### config.mk
export PLATFORM = sky130hd
export DESIGN_NAME = hpm_event_ctrl_flat
export DESIGN_NICKNAME = d
export VERILOG_FILES = /design/src/rtl/hpm_pkg.sv /design/src/rtl/hpm_event_ctrl_if.sv /design/src/rtl/hpm_event_slice.sv /design/src/rtl/hpm_event_ctrl.sv /design/src/flat_wrapper.sv
export SDC_FILE = /design/constraint.sdc
export NUM_CORES = 1
export LEC_CHECK = 0
export CAP_MARGIN = 30
export CORE_MARGIN = 4
export CORE_UTILIZATION = 49
export DETAILED_ROUTE_END_ITERATION = 10
export PLACE_DENSITY = 0.86
export SLEW_MARGIN = 20
export SYNTH_ARGS = -nofsm -noshare
export SYNTH_HDL_FRONTEND = slang
export SYNTH_SLANG_ARGS = --single-unit
### constraint.sdc
create_clock -name clk -period 3.8 [get_ports clk]
set_input_delay 0.76 -clock clk [delete_from_list [all_inputs] [get_ports clk]]
set_output_delay 0.76 -clock clk [all_outputs]
set_load 0.005 [all_outputs]
### src/rtl/hpm_pkg.sv
// Shared definitions for the HPM event controller: CSR map, mhpmevent layout, CSR FSM states.
package hpm_pkg;

    localparam logic [11:0] CSR_MCOUNTINHIBIT  = 12'h320;
    localparam logic [11:0] CSR_MHPMEVENT_BASE = 12'h323;

    localparam int MHPMEVENT_SEL_LSB = 0;
    localparam int MHPMEVENT_SEL_W   = 8;
    localparam int MHPMEVENT_OF_BIT  = 31;

    typedef enum logic [1:0] {
        ST_IDLE = 2'd0,
        ST_RESP = 2'd1,
        ST_WAIT = 2'd2
    } csr_state_e;

    // Assemble the architectural mhpmevent view; unimplemented bits read 0.
    function automatic logic [31:0] mhpmevent_pack(input logic of_bit,
                                                   input logic [MHPMEVENT_SEL_W-1:0] sel);
        logic [31:0] v;
        v = '0;
        v[MHPMEVENT_OF_BIT] = of_bit;
        v[MHPMEVENT_SEL_LSB +: MHPMEVENT_SEL_W] = sel;
        return v;
    endfunction

endpackage

### src/rtl/hpm_event_ctrl_if.sv
// CSR request/response bundle between a CSR requester (master) and the HPM controller (slave).
interface hpm_event_ctrl_if;
    logic        csr_active;
    logic        csr_write;
    logic [11:0] csr_addr;
    logic [31:0] value_in;
    logic [31:0] value_out;
    logic        ack;
    logic        invalid_csr;

    modport master (
        output csr_active, csr_write, csr_addr, value_in,
        input  value_out, ack, invalid_csr
    );

    modport slave (
        input  csr_active, csr_write, csr_addr, value_in,
        output value_out, ack, invalid_csr
    );
endinterface

### src/rtl/hpm_event_slice.sv
// One counter's mhpmevent register (SEL/OF) and its registered increment enable.
module hpm_event_slice
    import hpm_pkg::*;
#(
    parameter int NUM_EVENTS = 8
) (
    input  logic                       clk,
    input  logic                       n_rst,
    input  logic                       wr_en_i,
    input  logic [MHPMEVENT_SEL_W-1:0] wsel_i,
    input  logic                       wof_i,
    input  logic [NUM_EVENTS-1:0]      event_bus_i,
    input  logic                       inhibit_i,
    input  logic                       rollover_i,
    output logic [MHPMEVENT_SEL_W-1:0] sel_o,
    output logic                       of_o,
    output logic                       enable_o
);

    logic [MHPMEVENT_SEL_W-1:0] sel_q, sel_d;
    logic                       of_q, of_d;
    logic                       enable_q;
    logic                       hit;

    // Next SEL/OF: SEL is WARL (out-of-range selects collapse to 0), rollover beats a software clear.
    always_comb begin
        sel_d = sel_q;
        of_d  = of_q;
        if (wr_en_i) begin
            if (int'(wsel_i) >= 1 && int'(wsel_i) <= NUM_EVENTS) begin
                sel_d = wsel_i;
            end else begin
                sel_d = '0;
            end
            of_d = wof_i;
        end
        if (rollover_i) begin
            of_d = 1'b1;
        end
    end

    // Select the event line named by SEL (SEL=k watches event_bus[k-1], SEL=0 watches nothing).
    always_comb begin
        hit = 1'b0;
        for (int e = 0; e < NUM_EVENTS; e++) begin
            if (int'(sel_q) == e + 1) begin
                hit = event_bus_i[e];
            end
        end
    end

    // Register SEL/OF and the per-counter enable.
    always_ff @(posedge clk or negedge n_rst) begin
        if (!n_rst) begin
            sel_q    <= '0;
            of_q     <= 1'b0;
            enable_q <= 1'b0;
        end else begin
            sel_q    <= sel_d;
            of_q     <= of_d;
            enable_q <= hit && !inhibit_i;
        end
    end

    assign sel_o    = sel_q;
    assign of_o     = of_q;
    assign enable_o = enable_q;

endmodule

### src/rtl/hpm_event_ctrl.sv
// HPM event controller: CSR front end for mcountinhibit/mhpmevent, per-counter enables, overflow IRQ.
//
// state   | meaning
// --------+-----------------------------------------------------------
// ST_IDLE | waiting for csr_active; latches addr/data/write on request
// ST_RESP | one-cycle response (ack or invalid_csr); write commits at exit
// ST_WAIT | waiting for the requester to drop csr_active
module hpm_event_ctrl
    import hpm_pkg::*;
#(
    parameter int NUM_COUNTERS = 2,
    parameter int NUM_EVENTS   = 8
) (
    input  logic                    clk,
    input  logic                    n_rst,
    hpm_event_ctrl_if.slave         csr,
    input  logic [NUM_EVENTS-1:0]   event_bus,
    input  logic [NUM_COUNTERS-1:0] rollover_in,
    output logic [NUM_COUNTERS-1:0] enable_array,
    output logic                    ovf_irq
);

    csr_state_e               state_q;
    logic [11:0]              addr_q;
    logic [31:0]              data_q;
    logic                     write_q;
    logic                     ack_q;
    logic                     invalid_q;
    logic [31:0]              value_out_q;
    logic [NUM_COUNTERS-1:0]  inhibit_q, inhibit_d;
    logic                     ovf_irq_q;

    logic                     owned_in;
    logic [31:0]              rd_val;
    logic                     wr_commit;
    logic [NUM_COUNTERS-1:0]  wr_ev;
    logic [MHPMEVENT_SEL_W-1:0] sel_w [NUM_COUNTERS];
    logic [NUM_COUNTERS-1:0]  of_w;
    logic                     unused_data;

    // Not every write-data bit maps to a register field.
    assign unused_data = ^data_q;

    // Decode the incoming address and form its current (pre-write) read value.
    always_comb begin
        owned_in = 1'b0;
        rd_val   = '0;
        if (csr.csr_addr == CSR_MCOUNTINHIBIT) begin
            owned_in = 1'b1;
            rd_val   = 32'(inhibit_q);
        end
        for (int i = 0; i < NUM_COUNTERS; i++) begin
            if (csr.csr_addr == CSR_MHPMEVENT_BASE + 12'(i)) begin
                owned_in = 1'b1;
                rd_val   = mhpmevent_pack(of_w[i], sel_w[i]);
            end
        end
    end

    // ack_q doubles as "latched address is owned", so it qualifies the commit.
    assign wr_commit = (state_q == ST_RESP) && write_q && ack_q;

    // Next inhibit mask on a committed write to mcountinhibit.
    always_comb begin
        inhibit_d = inhibit_q;
        if (wr_commit && addr_q == CSR_MCOUNTINHIBIT) begin
            inhibit_d = data_q[NUM_COUNTERS-1:0];
        end
    end

    // CSR handshake FSM with registered response outputs.
    always_ff @(posedge clk or negedge n_rst) begin
        if (!n_rst) begin
            state_q     <= ST_IDLE;
            addr_q      <= '0;
            data_q      <= '0;
            write_q     <= 1'b0;
            ack_q       <= 1'b0;
            invalid_q   <= 1'b0;
            value_out_q <= '0;
        end else begin
            case (state_q)
                ST_IDLE: begin
                    if (csr.csr_active) begin
                        addr_q      <= csr.csr_addr;
                        data_q      <= csr.value_in;
                        write_q     <= csr.csr_write;
                        ack_q       <= owned_in;
                        invalid_q   <= !owned_in;
                        value_out_q <= owned_in ? rd_val : 32'h0;
                        state_q     <= ST_RESP;
                    end
                end
                ST_RESP: begin
                    ack_q       <= 1'b0;
                    invalid_q   <= 1'b0;
                    value_out_q <= '0;
                    state_q     <= ST_WAIT;
                end
                ST_WAIT: begin
                    if (!csr.csr_active) begin
                        state_q <= ST_IDLE;
                    end
                end
                default: begin
                    state_q <= ST_IDLE;
                end
            endcase
        end
    end

    // Inhibit mask and overflow interrupt registers.
    always_ff @(posedge clk or negedge n_rst) begin
        if (!n_rst) begin
            inhibit_q <= '0;
            ovf_irq_q <= 1'b0;
        end else begin
            inhibit_q <= inhibit_d;
            ovf_irq_q <= |of_w;
        end
    end

    for (genvar i = 0; i < NUM_COUNTERS; i++) begin : g_slice
        assign wr_ev[i] = wr_commit && (addr_q == CSR_MHPMEVENT_BASE + 12'(i));

        hpm_event_slice #(
            .NUM_EVENTS (NUM_EVENTS)
        ) u_slice (
            .clk         (clk),
            .n_rst       (n_rst),
            .wr_en_i     (wr_ev[i]),
            .wsel_i      (data_q[MHPMEVENT_SEL_LSB +: MHPMEVENT_SEL_W]),
            .wof_i       (data_q[MHPMEVENT_OF_BIT]),
            .event_bus_i (event_bus),
            .inhibit_i   (inhibit_q[i]),
            .rollover_i  (rollover_in[i]),
            .sel_o       (sel_w[i]),
            .of_o        (of_w[i]),
            .enable_o    (enable_array[i])
        );
    end

    assign csr.ack         = ack_q;
    assign csr.invalid_csr = invalid_q;
    assign csr.value_out   = value_out_q;
    assign ovf_irq         = ovf_irq_q;

endmodule

### src/flat_wrapper.sv
// flat-port wrapper written by rule: the top's interface ports become plain ports
module hpm_event_ctrl_flat import hpm_pkg::*;
#(
    parameter int NUM_COUNTERS = 2,
    parameter int NUM_EVENTS   = 8
)
  (clk, n_rst, event_bus, rollover_in, enable_array, ovf_irq, csr_csr_active, csr_csr_write, csr_csr_addr, csr_value_in, csr_value_out, csr_ack, csr_invalid_csr);
  hpm_event_ctrl_if csr_i ();
  input  logic clk;
  input  logic n_rst;
  input  logic [NUM_EVENTS-1:0] event_bus;
  input  logic [NUM_COUNTERS-1:0] rollover_in;
  output logic [NUM_COUNTERS-1:0] enable_array;
  output logic ovf_irq;
  input wire logic [$bits(csr_i.csr_active)-1:0] csr_csr_active;
  input wire logic [$bits(csr_i.csr_write)-1:0] csr_csr_write;
  input wire logic [$bits(csr_i.csr_addr)-1:0] csr_csr_addr;
  input wire logic [$bits(csr_i.value_in)-1:0] csr_value_in;
  output wire logic [$bits(csr_i.value_out)-1:0] csr_value_out;
  output wire logic [$bits(csr_i.ack)-1:0] csr_ack;
  output wire logic [$bits(csr_i.invalid_csr)-1:0] csr_invalid_csr;
  assign csr_i.csr_active = csr_csr_active;
  assign csr_i.csr_write = csr_csr_write;
  assign csr_i.csr_addr = csr_csr_addr;
  assign csr_i.value_in = csr_value_in;
  assign csr_value_out = csr_i.value_out;
  assign csr_ack = csr_i.ack;
  assign csr_invalid_csr = csr_i.invalid_csr;
  hpm_event_ctrl #(.NUM_COUNTERS(NUM_COUNTERS), .NUM_EVENTS(NUM_EVENTS)) u_core (.clk(clk), .n_rst(n_rst), .csr(csr_i), .event_bus(event_bus), .rollover_in(rollover_in), .enable_array(enable_array), .ovf_irq(ovf_irq));
endmodule
After elaboration in Yosys (flattened, before gate mapping)
Index checks and enable logic that the tools add are counted.
- output and inout bits: 37
- register bits after elaboration: 104
- logic and storage cells: 99
- bits of input ports: 58
- mux-type cells: 37
- $lt $le $gt $ge: 2
- equality and inequality tests: 26
- reductions and logical operators: 19
- operator list (operator ; count):
    $mux W32 ; 4
    $eq A12 B10 Y1 const B ; 6
    $eq A8 B4 Y1 const B ; 8
    $pmux W32 S2 ; 1
    $eq A8 B3 Y1 const B ; 4
    $mux W1 ; 25
    $eq A8 B2 Y1 const B ; 2
    $eq A8 B5 Y1 const B ; 2
    $ge A8 B1 Y1 const B ; 1
    $le A8 B4 Y1 const B ; 1
    $logic_and A1 B1 Y1 ; 8
    $mux W8 ; 1
    $mux W2 ; 3
    $pmux W2 S3 ; 1
    $reduce_and A2 Y1 ; 3
    $reduce_bool A2 Y1 ; 3
    $ne A2 B2 Y1 const B ; 2
    $pmux W1 S2 ; 2
    $logic_not A1 Y1 ; 3
    $eq A2 B1 Y1 const B ; 1
    $eq A2 B2 Y1 const B ; 1
    $logic_not A2 Y1 ; 1
    $reduce_or A2 Y1 ; 1

Longest topological paths before layout
Gate-level depths: netlist (run 1).
- depth after elaboration: 10
- mapped depth: 6
- mapped depth without buffers: 5

By module
A second synthesis (run 1) with hierarchy kept.
- cell total of the unflattened synthesis: 250
- area total of the unflattened synthesis: 2808.9 um^2
- modules (own cells, without submodules) (module ; cells an instance ; area an instance (um^2) ; times used ; seq. area each (um^2)):
    hpm_event_ctrl ; 148 ; 1830.5 ; 1 ; 950.9
    hpm_event_slice ; 51 ; 489.2 ; 2 ; 250.2

Least setup slack after synthesis (run 1)
No wires, ideal clock.
- path type: in2reg
- start: in csr_csr_addr[1]
- end: reg u_core.value_out_q[1], in the netlist u_core.csr.value_out[1]
- setup time: 132 ps
- path buffers: 1
- stages on the path: 6
- slack: 1687 ps
- required time: 3668 ps
- data arrival time: 1980 ps
- path through: nor2_1 -> and2_1 -> clkbuf_2 -> or4b_2 -> nor2_1 -> o31ai_1
- word-level cells in the longest chain between the ends: 7
- elaborated cells on any way between the ends: 12
- those cells by class: eq/ne (3); mux (9)
- ends and longest elaborated chain (element ; line ; source):
    from (decl) ; flat_wrapper.sv:17 ; input wire logic [$bits(csr_i.csr_addr)-1:0] csr_csr_addr;
    $eq A12 B10 Y1 ; hpm_event_ctrl.sv:48 ; if (csr.csr_addr == CSR_MCOUNTINHIBIT) begin
    $mux W2 or $mux W1 (tied branches) ; hpm_event_ctrl.sv:48 ;
    $mux W32 or $mux W1 (tied branches) (2 in series) ; hpm_event_ctrl.sv:53 ; if (csr.csr_addr == CSR_MHPMEVENT_BASE + 12'(i)) begin
    $mux W32 (*) ; hpm_event_ctrl.sv:90 ; value_out_q <= owned_in ? rd_val : 32'h0;
    $mux W32 (*) ; hpm_event_ctrl.sv:84 ; if (csr.csr_active) begin
    $pmux W32 S2 (*) ; hpm_event_ctrl.sv:82 ; case (state_q)
    to (signal assigned) ; hpm_event_ctrl.sv:90 ;
    to (decl) ; hpm_event_ctrl.sv:29 ; logic [31:0] value_out_q;
Mark *: on every way between the ends. The rest lies on a longest branch, timed or not. The select of a mux whose other input is x is not followed.
A chain may end at the register's enable or synchronous reset.

Worst setup path in the final report (run 1)
Ends and elaborated chain as after synthesis.

==> impl_metrics.ini, run 1 <==
[sta]
relSlewSlack = 0.440
setup_viol = 0
max_slew.worst_pin.slew_ns = 0.836
fmax_mhz = 405
finalHoldViolations = 0
min_period_over_period = 0.650
tns_ns = 0
period_needed_ns = 2.47
rsz0062_at_grt = no
maxSlewViolCount = 0
fin_skew_ns = 0.0102

[yosys]
synth_warnings = 0
synth-async-reset-ratio = 1.00
synth_edf_count = 0
synth.avg_cell_area_um2 = 11.2
synth_area_um2 = 2740
synth_top_cell_by_area = dfrtp_1
synth-seq-cells = 58
synthTopCellsByCount = dfrtp_1, nand2_1, buf_4, mux2_2, nor2_1
synth_flop_cell = dfrtp_1
synthCells = 245
ys_seq_area_frac = 0.530
synth.top_cells.by_area = dfrtp_1, mux2_2, buf_4
yosysMostFrequentCell = dfrtp_1
post_synth_num_cell_types = 45
yosysTopAreaCellShare = 0.530

[min_path]
min_to = u_core.g_slice[0].u_slice.enable_o$_DFF_PN0_
holdPathStages = 1
hold_class = reg2reg
worstHoldStart = u_core.inhibit_q[0]$_DFFE_PN0P_

[power]
power.switching_mw = 0.472
p_clk_frac = 0.358
pwr_density_cell_nw_per_um2 = 539
pwr-share-comb = 0.182
p_int_mw = 1.37
irDropWorstVdd_mv = 0.460
p_sw_frac = 0.256
p_leak_nw = 1.46
pwr-share-seq = 0.460
power_mw = 1.84

[route]
drt_iter0_markers = 70
route.vias.total = 1941
detail_route.wirelength_um = 5630
route.detailed.drc = 0
dr.pass1.iters = 4
via_per_inst = 5.23
final_antenna_net_count = 0
wl_per_cell_um = 15.2

[critical_path]
crit_slowest_cell = or4b_2
arrival_ns = 2.65
crit_type = in2reg
path_cells = clkdlybuf4s50_1 -> nor2_1 -> and2_1 -> or4b_2 -> nor2_1 -> o31ai_1
cp-end-kind = flop
crit_fanout = 8
required_ns = 3.98
regToRegSetupSlack_ns = 1.71
crit_top_cell = nor2_1
reg2reg_depth = 4
slowest_delay_ns = 0.66
setup.worst_path.start_class = primary input
r2r_start = u_core.addr_q[3]$_DFFE_PN0P_
rr_endpoint = u_core.g_slice[0].u_slice.sel_o[3]$_DFFE_PN0P_

[clock_tree]
cts-resized-gates = 0
hold_buffers = 0
htreeDepth = 3
clk_pin_slew_ns = 0.06
cts-root-buf = clkbuf_8
cts_setup_buffers = 0
cts_made_buffers = 9
cts_buffer_depth = 2
cts_sinks = 58
cts_tree = yes
clk_latency_ns = 0.33

[die]
pin_count = 95
start_util = 0.520
fp.coreArea_um2 = 5270
die_area_um2 = 6850
die_w_um = 82.8
num_rows = 26
die_h_um = 82.8

[final_layout]
nNetsFinal = 354
drive_gt1_frac = 0.169
antenna_cells = 0
syn_to_final_growth_pct = 24.9

[global_route]
overflow = 0
track_usage = 0.182
grt_pass1_wl_um = 9020
antenna_found_initial = 0
grt_max_degree = 35
grt_pass1_vias = 1932

[run_status]
status = complete, no violations

[job]
drv_cap = 0

[placed_design]
port_buffers = 48
dp_hpwl_um = 4140
gp_congestion = 0.857
==> flip-flops by register name, indices dropped and copies added, names as in the netlist, 2 cells and up <==
| register | cells |
|---|---|
| u_core.addr_q | 12 |
| u_core.g_slice.u_slice.of_o | 2 |
| u_core.inhibit_q | 2 |
| u_core.data_q | 9 |
| u_core.g_slice.u_slice.enable_o | 2 |
| u_core.csr.value_out | 9 |
| u_core.g_slice.u_slice.sel_o | 16 |
| u_core.state_q | 2 |
==> cells by family (layout without fill, tap and decap cells) <==
family,Yosys count,count (layout),share of synthesized area
simple gates,83,83,0.175
compound gates,41,41,0.0964
flops,58,58,0.530
mux,27,27,0.111
other cells,1,23,0.00137
buf+inv,35,69,0.0868
==> layer usage <==
layer,global-route usage,up-vias,share of wire
met5,0,-,0
met4,0.0637,0,0.012
met3,0.0586,9,0.076
met2,0.316,67,0.50
met1,0.210,944,0.41
li1,-,921,-
==> stage by stage <==
stage	std cells	area (µm²)	setup slack (ns)	util	hold WS, ns
floorplan	267	2820	1.69	-	0.423
global placement	355	3180	1.04	0.604	0.459
detailed placement	355	3180	1.01	0.604	0.462
CTS	371	3420	1.36	0.649	0.469
global route	371	3420	1.19	0.649	0.486
finish	371	3420	1.33	0.649	0.461
==> worst max path at each step <==
stage / start / end / slack, ns / cells past startpoint
3_3_place_gp: csr_csr_addr[1] / u_core.csr.value_out[0]$_DFFE_PN0P_ / 1.04 / 6
6_report: csr_csr_addr[1] / u_core.csr.value_out[1]$_DFFE_PN0P_ / 1.33 / 6
4_1_cts: csr_csr_addr[1] / u_core.csr.value_out[1]$_DFFE_PN0P_ / 1.36 / 6
3_5_place_dp: csr_csr_addr[1] / u_core.csr.value_out[0]$_DFFE_PN0P_ / 1.01 / 6
5_1_grt: csr_csr_addr[0] / u_core.csr.value_out[0]$_DFFE_PN0P_ / 1.19 / 6
2_1_floorplan: csr_csr_addr[1] / u_core.csr.value_out[1]$_DFFE_PN0P_ / 1.69 / 6
==> cell usage in the layout (no fill, tap or decap), drive strengths merged, types with 4 or more instances in the layout <==
cell type,Yosys,routed
o21ai,15,15
or4,4,4
a21oi,5,5
a22oi,7,7
clkdlybuf4s50,0,47
nand2,31,31
buf,29,4
and2,9,9
dfrtp,58,58
clkbuf,4,12
nor4,4,4
nor2,13,13
conb,1,23
mux2,26,26
==> power groups by stage <==
stage / registers [mW] / logic [mW] / clock network (mW)
floorplan: 0.827 / 0.257 / 0
global placement: 0.849 / 0.326 / 0
detailed placement: 0.860 / 0.338 / 0
CTS: 0.849 / 0.340 / 0.668
global route: 0.868 / 0.370 / 0.695
finish: 0.848 / 0.336 / 0.659
==> worst max-delay path: cells and delay by family <==
kind | cells | cell delay [ns]
compound gates | 1 | 0.07
buf+inv | 1 | 0.44
simple gates | 4 | 1.39
==> layout make-up <==
type	count	area, µm²
fillers	414	1850
flip-flops and latches	58	1450
multi-input cells	174	1140
repair buffers	51	498
clock buffers	12	165
well taps	70	87.6
clock inverters	4	72.6
inverters	2	7.51
Power figures use the tool's default switching activity.
==> inputs of run 2 (changes only) <==
--- a/config.mk
+++ b/config.mk
@@ -7,9 +7,9 @@
 export LEC_CHECK = 0
 export CAP_MARGIN = 30
 export CORE_MARGIN = 4
-export CORE_UTILIZATION = 49
+export CORE_UTILIZATION = 45
 export DETAILED_ROUTE_END_ITERATION = 10
-export PLACE_DENSITY = 0.86
+export PLACE_DENSITY = 0.8
 export SLEW_MARGIN = 20
 export SYNTH_ARGS = -nofsm -noshare
 export SYNTH_HDL_FRONTEND = slang
==> constraint.sdc (replaced) <==
create_clock -name clk -period 2.4 [get_ports clk]
set_input_delay 0.48 -clock clk [delete_from_list [all_inputs] [get_ports clk]]
set_output_delay 0.48 -clock clk [all_outputs]
set_load 0.005 [all_outputs]
==> run 2 against run 1 <==
Compared with the run above:
- routed wire length decreased by 2.1%
- clock skew decreased by 0.0044 ns
- first-iteration DRC count increased by 4.3%
- global-route usage decreased by 2.2 points
- critical endpoint is now u_core.g_slice[0].u_slice.sel_o[3]$_DFFE_PN0P_
- largest cell class unchanged
==> impl_metrics.ini, run 2 (same netlist as run 1, synthesis figures left out) <==
[clock_tree]
clk_pin_slew_ns = 0.06
cts_sinks = 58
htreeDepth = 3
cts_setup_buffers = 0
hold_buffers = 0
cts-root-buf = clkbuf_8
cts_tree = yes
cts-resized-gates = 0
clk_latency_ns = 0.34
cts_buffer_depth = 2
cts_made_buffers = 9

[sta]
period_needed_ns = 2.08
fmax_mhz = 481
rsz0062_at_grt = no
tns_ns = 0
relSlewSlack = 0.517
max_slew.worst_pin.slew_ns = 0.724
fin_skew_ns = 0.00579
setup_viol = 0
min_period_over_period = 0.867
layout_setup_ws_ns = 0.320
finalHoldViolations = 0
maxSlewViolCount = 0
holdWs_ns = 0.199

[final_layout]
nNetsFinal = 360
finish.instance_area_um2 = 3410
final_core_util = 0.575
antenna_cells = 0
largest_reg_flops = 16
final_cell_mix = dfrtp_1, clkdlybuf4s50_1, nand2_1
syn_to_final_growth_pct = 24.3
final_common_cell = dfrtp_1
fillers = 507
drive_gt1_frac = 0.171
final_cells = 379

[critical_path]
crit_fanout = 13
crit_slowest_cell = or4_4
rr_endpoint = u_core.g_slice[0].u_slice.sel_o[3]$_DFFE_PN0P_
cp-end-kind = flop
slowest_delay_ns = 0.58
arrival_ns = 2.30
reg2reg_depth = 4
regToRegSetupSlack_ns = 0.32
endpoint = u_core.g_slice[0].u_slice.sel_o[3]$_DFFE_PN0P_
required_ns = 2.62
r2r_start = u_core.addr_q[3]$_DFFE_PN0P_
path_cells = or4_4 -> nor4_4 -> nand3_2 -> mux2_1
crit_path_start = u_core.addr_q[3]$_DFFE_PN0P_
crit_type = reg2reg
setup.worst_path.start_class = flop

[route]
final_antenna_net_count = 0
detail_route.wirelength_um = 5520
drt_iter0_markers = 73
via_per_inst = 5.19
dr.pass1.iters = 4
route.detailed.drc = 0
route.vias.total = 1968
wl_per_cell_um = 14.6

[global_route]
grt_max_degree = 33
track_usage = 0.160
grt_pass1_wl_um = 9040
overflow = 0
grt_pass1_vias = 1964
antenna_found_initial = 0

[placed_design]
gp_congestion = 0.777
port_buffers = 48
placed_area_um2 = 3250
dp_cells = 366
dp_hpwl_um = 4080
pre_cts_slack_ns = 0.0243

[power]
power.switching_mw = 0.714
p_int_mw = 1.94
p_leak_nw = 1.46
power_mw = 2.66
irDropWorstVdd_mv = 0.523
pwr_density_cell_nw_per_um2 = 780
pwr-share-seq = 0.505
p_sw_frac = 0.269
pwr-share-comb = 0.211
p_clk_frac = 0.285

[die]
pin_count = 95
start_util = 0.463
num_rows = 28
die_h_um = 86.0
die_w_um = 86.0
fp.coreArea_um2 = 5920
die_area_um2 = 7400

[run_status]
status = complete, no violations

[job]
drv_cap = 0

[min_path]
hold_class = in2async
[run 2: cell count changes in the layout (fill, tap and decap cells not counted)]
cell        previous run  this run
buf_4                  3         8
buf_12                 0         1
clkinv_2               1         0
clkbuf_1               0         2
clkbuf_8              12        11
clkinvlp_4             1         0
bufinv_16              2         0
[run 2: routing by layer]
layer  part of all wire  wire [µm]  global-route usage  vias to the layer above
li1                   -          -                   -                      929
met2               0.50       2750               0.259                       75
met4              0.014         78              0.0633                        0
met1               0.40       2200               0.181                      955
met3              0.087        480              0.0768                        9
met5                  0          0                   0                        -
[run 2: critical path: cells and delay by family (launching register included)]
family           cells  cell delay [ns]
flip-flops           1             0.38
multiplexers         1             0.39
AND/OR/NAND/NOR      3             1.20
[run 2: cell type report]
class | instances | area, µm² | share of cell area
sequential | 58 | 1450 | 0.426
clock buffer | 13 | 159 | 0.0467
inverter | 2 | 7.51 | 0.00220
multi-input combinational | 174 | 1140 | 0.334
tap | 75 | 93.8 | 0.0276
timing repair buffer | 57 | 556 | 0.163
[run 2: how the worst min path moves through the flow]
stage                                                   start                                           end  slack [ns]  depth (start not counted)
4_1_cts                                                 n_rst                  u_core.data_q[5]$_DFFE_PN0P_        0.21                          1
2_1_floorplan                                           n_rst                  u_core.addr_q[0]$_DFFE_PN0P_        0.18                          0
6_report                                                n_rst                  u_core.data_q[3]$_DFFE_PN0P_        0.20                          1
5_1_grt                                                 n_rst                  u_core.data_q[5]$_DFFE_PN0P_        0.24                          1
3_3_place_gp   u_core.g_slice[1].u_slice.sel_o[4]$_DFFE_PN0P_  u_core.g_slice[1].u_slice.enable_o$_DFF_PN0_        0.46                          1
3_5_place_dp   u_core.g_slice[1].u_slice.sel_o[4]$_DFFE_PN0P_  u_core.g_slice[1].u_slice.enable_o$_DFF_PN0_        0.47                          1
[run 2: power by group through the flow]
stage | clock [mW] | combinational [mW] | sequential, mW
finish | 0.757 | 0.560 | 1.34
global route | 0.813 | 0.615 | 1.37
CTS | 0.779 | 0.565 | 1.34
detailed placement | 0 | 0.562 | 1.36
global placement | 0 | 0.545 | 1.35
floorplan | 0 | 0.407 | 1.31
==> inputs of run 3 (changes only) <==
--- a/config.mk
+++ b/config.mk
@@ -5,11 +5,14 @@
 export SDC_FILE = /design/constraint.sdc
 export NUM_CORES = 1
 export LEC_CHECK = 0
+export ABC_CLOCK_PERIOD_IN_PS = 1730
 export CAP_MARGIN = 30
+export CELL_PAD_IN_SITES_DETAIL_PLACEMENT = 1
+export CELL_PAD_IN_SITES_GLOBAL_PLACEMENT = 1
 export CORE_MARGIN = 4
-export CORE_UTILIZATION = 45
+export CORE_UTILIZATION = 31
 export DETAILED_ROUTE_END_ITERATION = 10
-export PLACE_DENSITY = 0.8
+export PLACE_DENSITY_LB_ADDON = 0.1
 export SLEW_MARGIN = 20
 export SYNTH_ARGS = -nofsm -noshare
 export SYNTH_HDL_FRONTEND = slang
==> constraint.sdc (replaced) <==
create_clock -name clk -period 1.73 [get_ports clk]
set_input_delay 0.346 -clock clk [delete_from_list [all_inputs] [get_ports clk]]
set_output_delay 0.346 -clock clk [all_outputs]
set_load 0.005 [all_outputs]
==> run 3 against run 2 <==
Compared with the run above:
- die area rose by 41%
- via count rose by 2.9%
- critical path depth unchanged
- clock-buffer cell count unchanged
- first-iteration DRC count down 49%
- the flow now finishes with violations (setup timing)
- global-route usage down 2.4 points
- register-to-register slack got worse by 0.44 ns
- design area rose by 8.7%
==> impl_metrics.ini, run 3 (same netlist as run 1, synthesis figures left out) <==
[clock_tree]
htreeDepth = 3
cts_tree = yes
cts-root-buf = clkbuf_8
cts_made_buffers = 9
hold_buffers = 0
cts_sinks = 58
cts_buffer_depth = 2
clk_latency_ns = 0.34
clk_pin_slew_ns = 0.07

[placed_design]
dp_hpwl_um = 4840
placed_area_um2 = 3430
port_buffers = 48
gp_congestion = 0.745

[sta]
min_period_over_period = 1.07
period_needed_ns = 1.85
layout_setup_ws_ns = -0.124
setup_viol = 20
fin_skew_ns = 0.00985
rsz0062_at_grt = yes
maxSlewViolCount = 0
fmax_mhz = 539
tns_ns = -1.57
finalHoldViolations = 0

[final_layout]
largest_reg_flops = 16
finish.instance_area_um2 = 3700
final_cell_mix = dfrtp_1, clkdlybuf4s50_1, nand2_1
final_common_cell = dfrtp_1
drive_gt1_frac = 0.278
antenna_cells = 0
syn_to_final_growth_pct = 35.1
nNetsFinal = 376

[global_route]
grt_pass1_wl_um = 10600
grt_pass1_vias = 2048
grt_max_degree = 59
antenna_found_initial = 0
overflow = 0
track_usage = 0.135

[power]
p_leak_nw = 1.60
p_int_mw = 2.76
power_mw = 3.84
power.switching_mw = 1.08
p_clk_frac = 0.280
irDropWorstVdd_mv = 0.637
pwr-share-comb = 0.234
p_sw_frac = 0.281
pwr_density_cell_nw_per_um2 = 1040
pwr-share-seq = 0.486

[route]
final_antenna_net_count = 0
dr.pass1.iters = 4
wl_per_cell_um = 15.3
detail_route.wirelength_um = 6530
drt_iter0_markers = 37
via_per_inst = 4.73
route.vias.total = 2025
route.detailed.drc = 0

[run_status]
violations = setup timing
status = complete, but fails checks

[critical_path]
regToRegSetupSlack_ns = -0.12
r2r_start = u_core.addr_q[11]$_DFFE_PN0P_
arrival_ns = 2.07
cp-end-kind = flop
setup.worst_path.start_class = flop
crit_type = reg2reg
rr_endpoint = u_core.g_slice[1].u_slice.sel_o[3]$_DFFE_PN0P_
required_ns = 1.94
crit_fanout = 5
reg2reg_depth = 4

[die]
fp.coreArea_um2 = 8680
start_util = 0.316
die_h_um = 102
die_area_um2 = 10400
num_rows = 34
pin_count = 95
die_w_um = 102

[job]
drv_cap = 0

[min_path]
hold_class = in2async
[run 3: cell type report]
| type | count | area, µm² |
|---|---|---|
| repair buffers | 73 | 714 |
| flip-flops and latches | 58 | 1450 |
| multi-input cells | 174 | 1230 |
| inverters | 2 | 7.51 |
| well taps | 108 | 135 |
| fillers | 984 | 4980 |
| clock buffers | 13 | 159 |
[run 3: metrics by stage]
stage                util  cells  hold WS, ns  worst slack (ns)
floorplan               -    267       0.0504            0.0315
global placement    0.395    413        0.382            -0.462
detailed placement  0.395    413        0.381            -0.448
CTS                 0.424    428       0.0131            -0.127
global route        0.426    428       0.0245            -0.201
finish              0.426    428      0.00502            -0.124
[run 3: what timing repair did]
item	4_1_cts	5_1_grt
pin swaps	9	6
setup endpoints to repair	22	29
endpoints found under the hold margin	0	0
gates resized for setup	21	12
setup buffers	2	0
[run 3: how the worst max path moves through the flow]
stage / from / end / slack (ns) / depth (start not counted)
CTS: u_core.addr_q[11]$_DFFE_PN0P_ / u_core.g_slice[0].u_slice.sel_o[3]$_DFFE_PN0P_ / -0.13 / 4
detailed placement: csr_csr_addr[7] / u_core.csr.value_out[0]$_DFFE_PN0P_ / -0.45 / 6
finish: u_core.addr_q[11]$_DFFE_PN0P_ / u_core.g_slice[1].u_slice.sel_o[3]$_DFFE_PN0P_ / -0.12 / 4
global placement: csr_csr_addr[7] / u_core.csr.value_out[1]$_DFFE_PN0P_ / -0.46 / 6
floorplan: csr_csr_addr[1] / u_core.csr.value_out[1]$_DFFE_PN0P_ / 0.03 / 6
global route: u_core.addr_q[11]$_DFFE_PN0P_ / u_core.g_slice[0].u_slice.sel_o[3]$_DFFE_PN0P_ / -0.20 / 4
[run 3: routing by layer]
layer,wire [µm],track usage,up-vias
met2,3180,0.214,49
met5,0,0,-
li1,-,-,959
met4,149,0.0696,0
met1,2920,0.174,1006
met3,290,0.0300,11
[run 3: power groups by stage]
stage | clock network [mW] | logic (mW) | registers (mW)
6_report | 1.07 | 0.896 | 1.87
5_1_grt | 1.17 | 0.982 | 1.91
4_1_cts | 1.11 | 0.914 | 1.87
3_5_place_dp | 0 | 0.901 | 1.88
3_3_place_gp | 0 | 0.879 | 1.88
2_1_floorplan | 0 | 0.574 | 1.82
[run 3: critical path, cell delays in order, from the launching register on]
cell and delay (ns):
dfrtp_1 0.38, or4_4 0.58, nor4_4 0.28, nand3_4 0.16, mux2_4 0.33
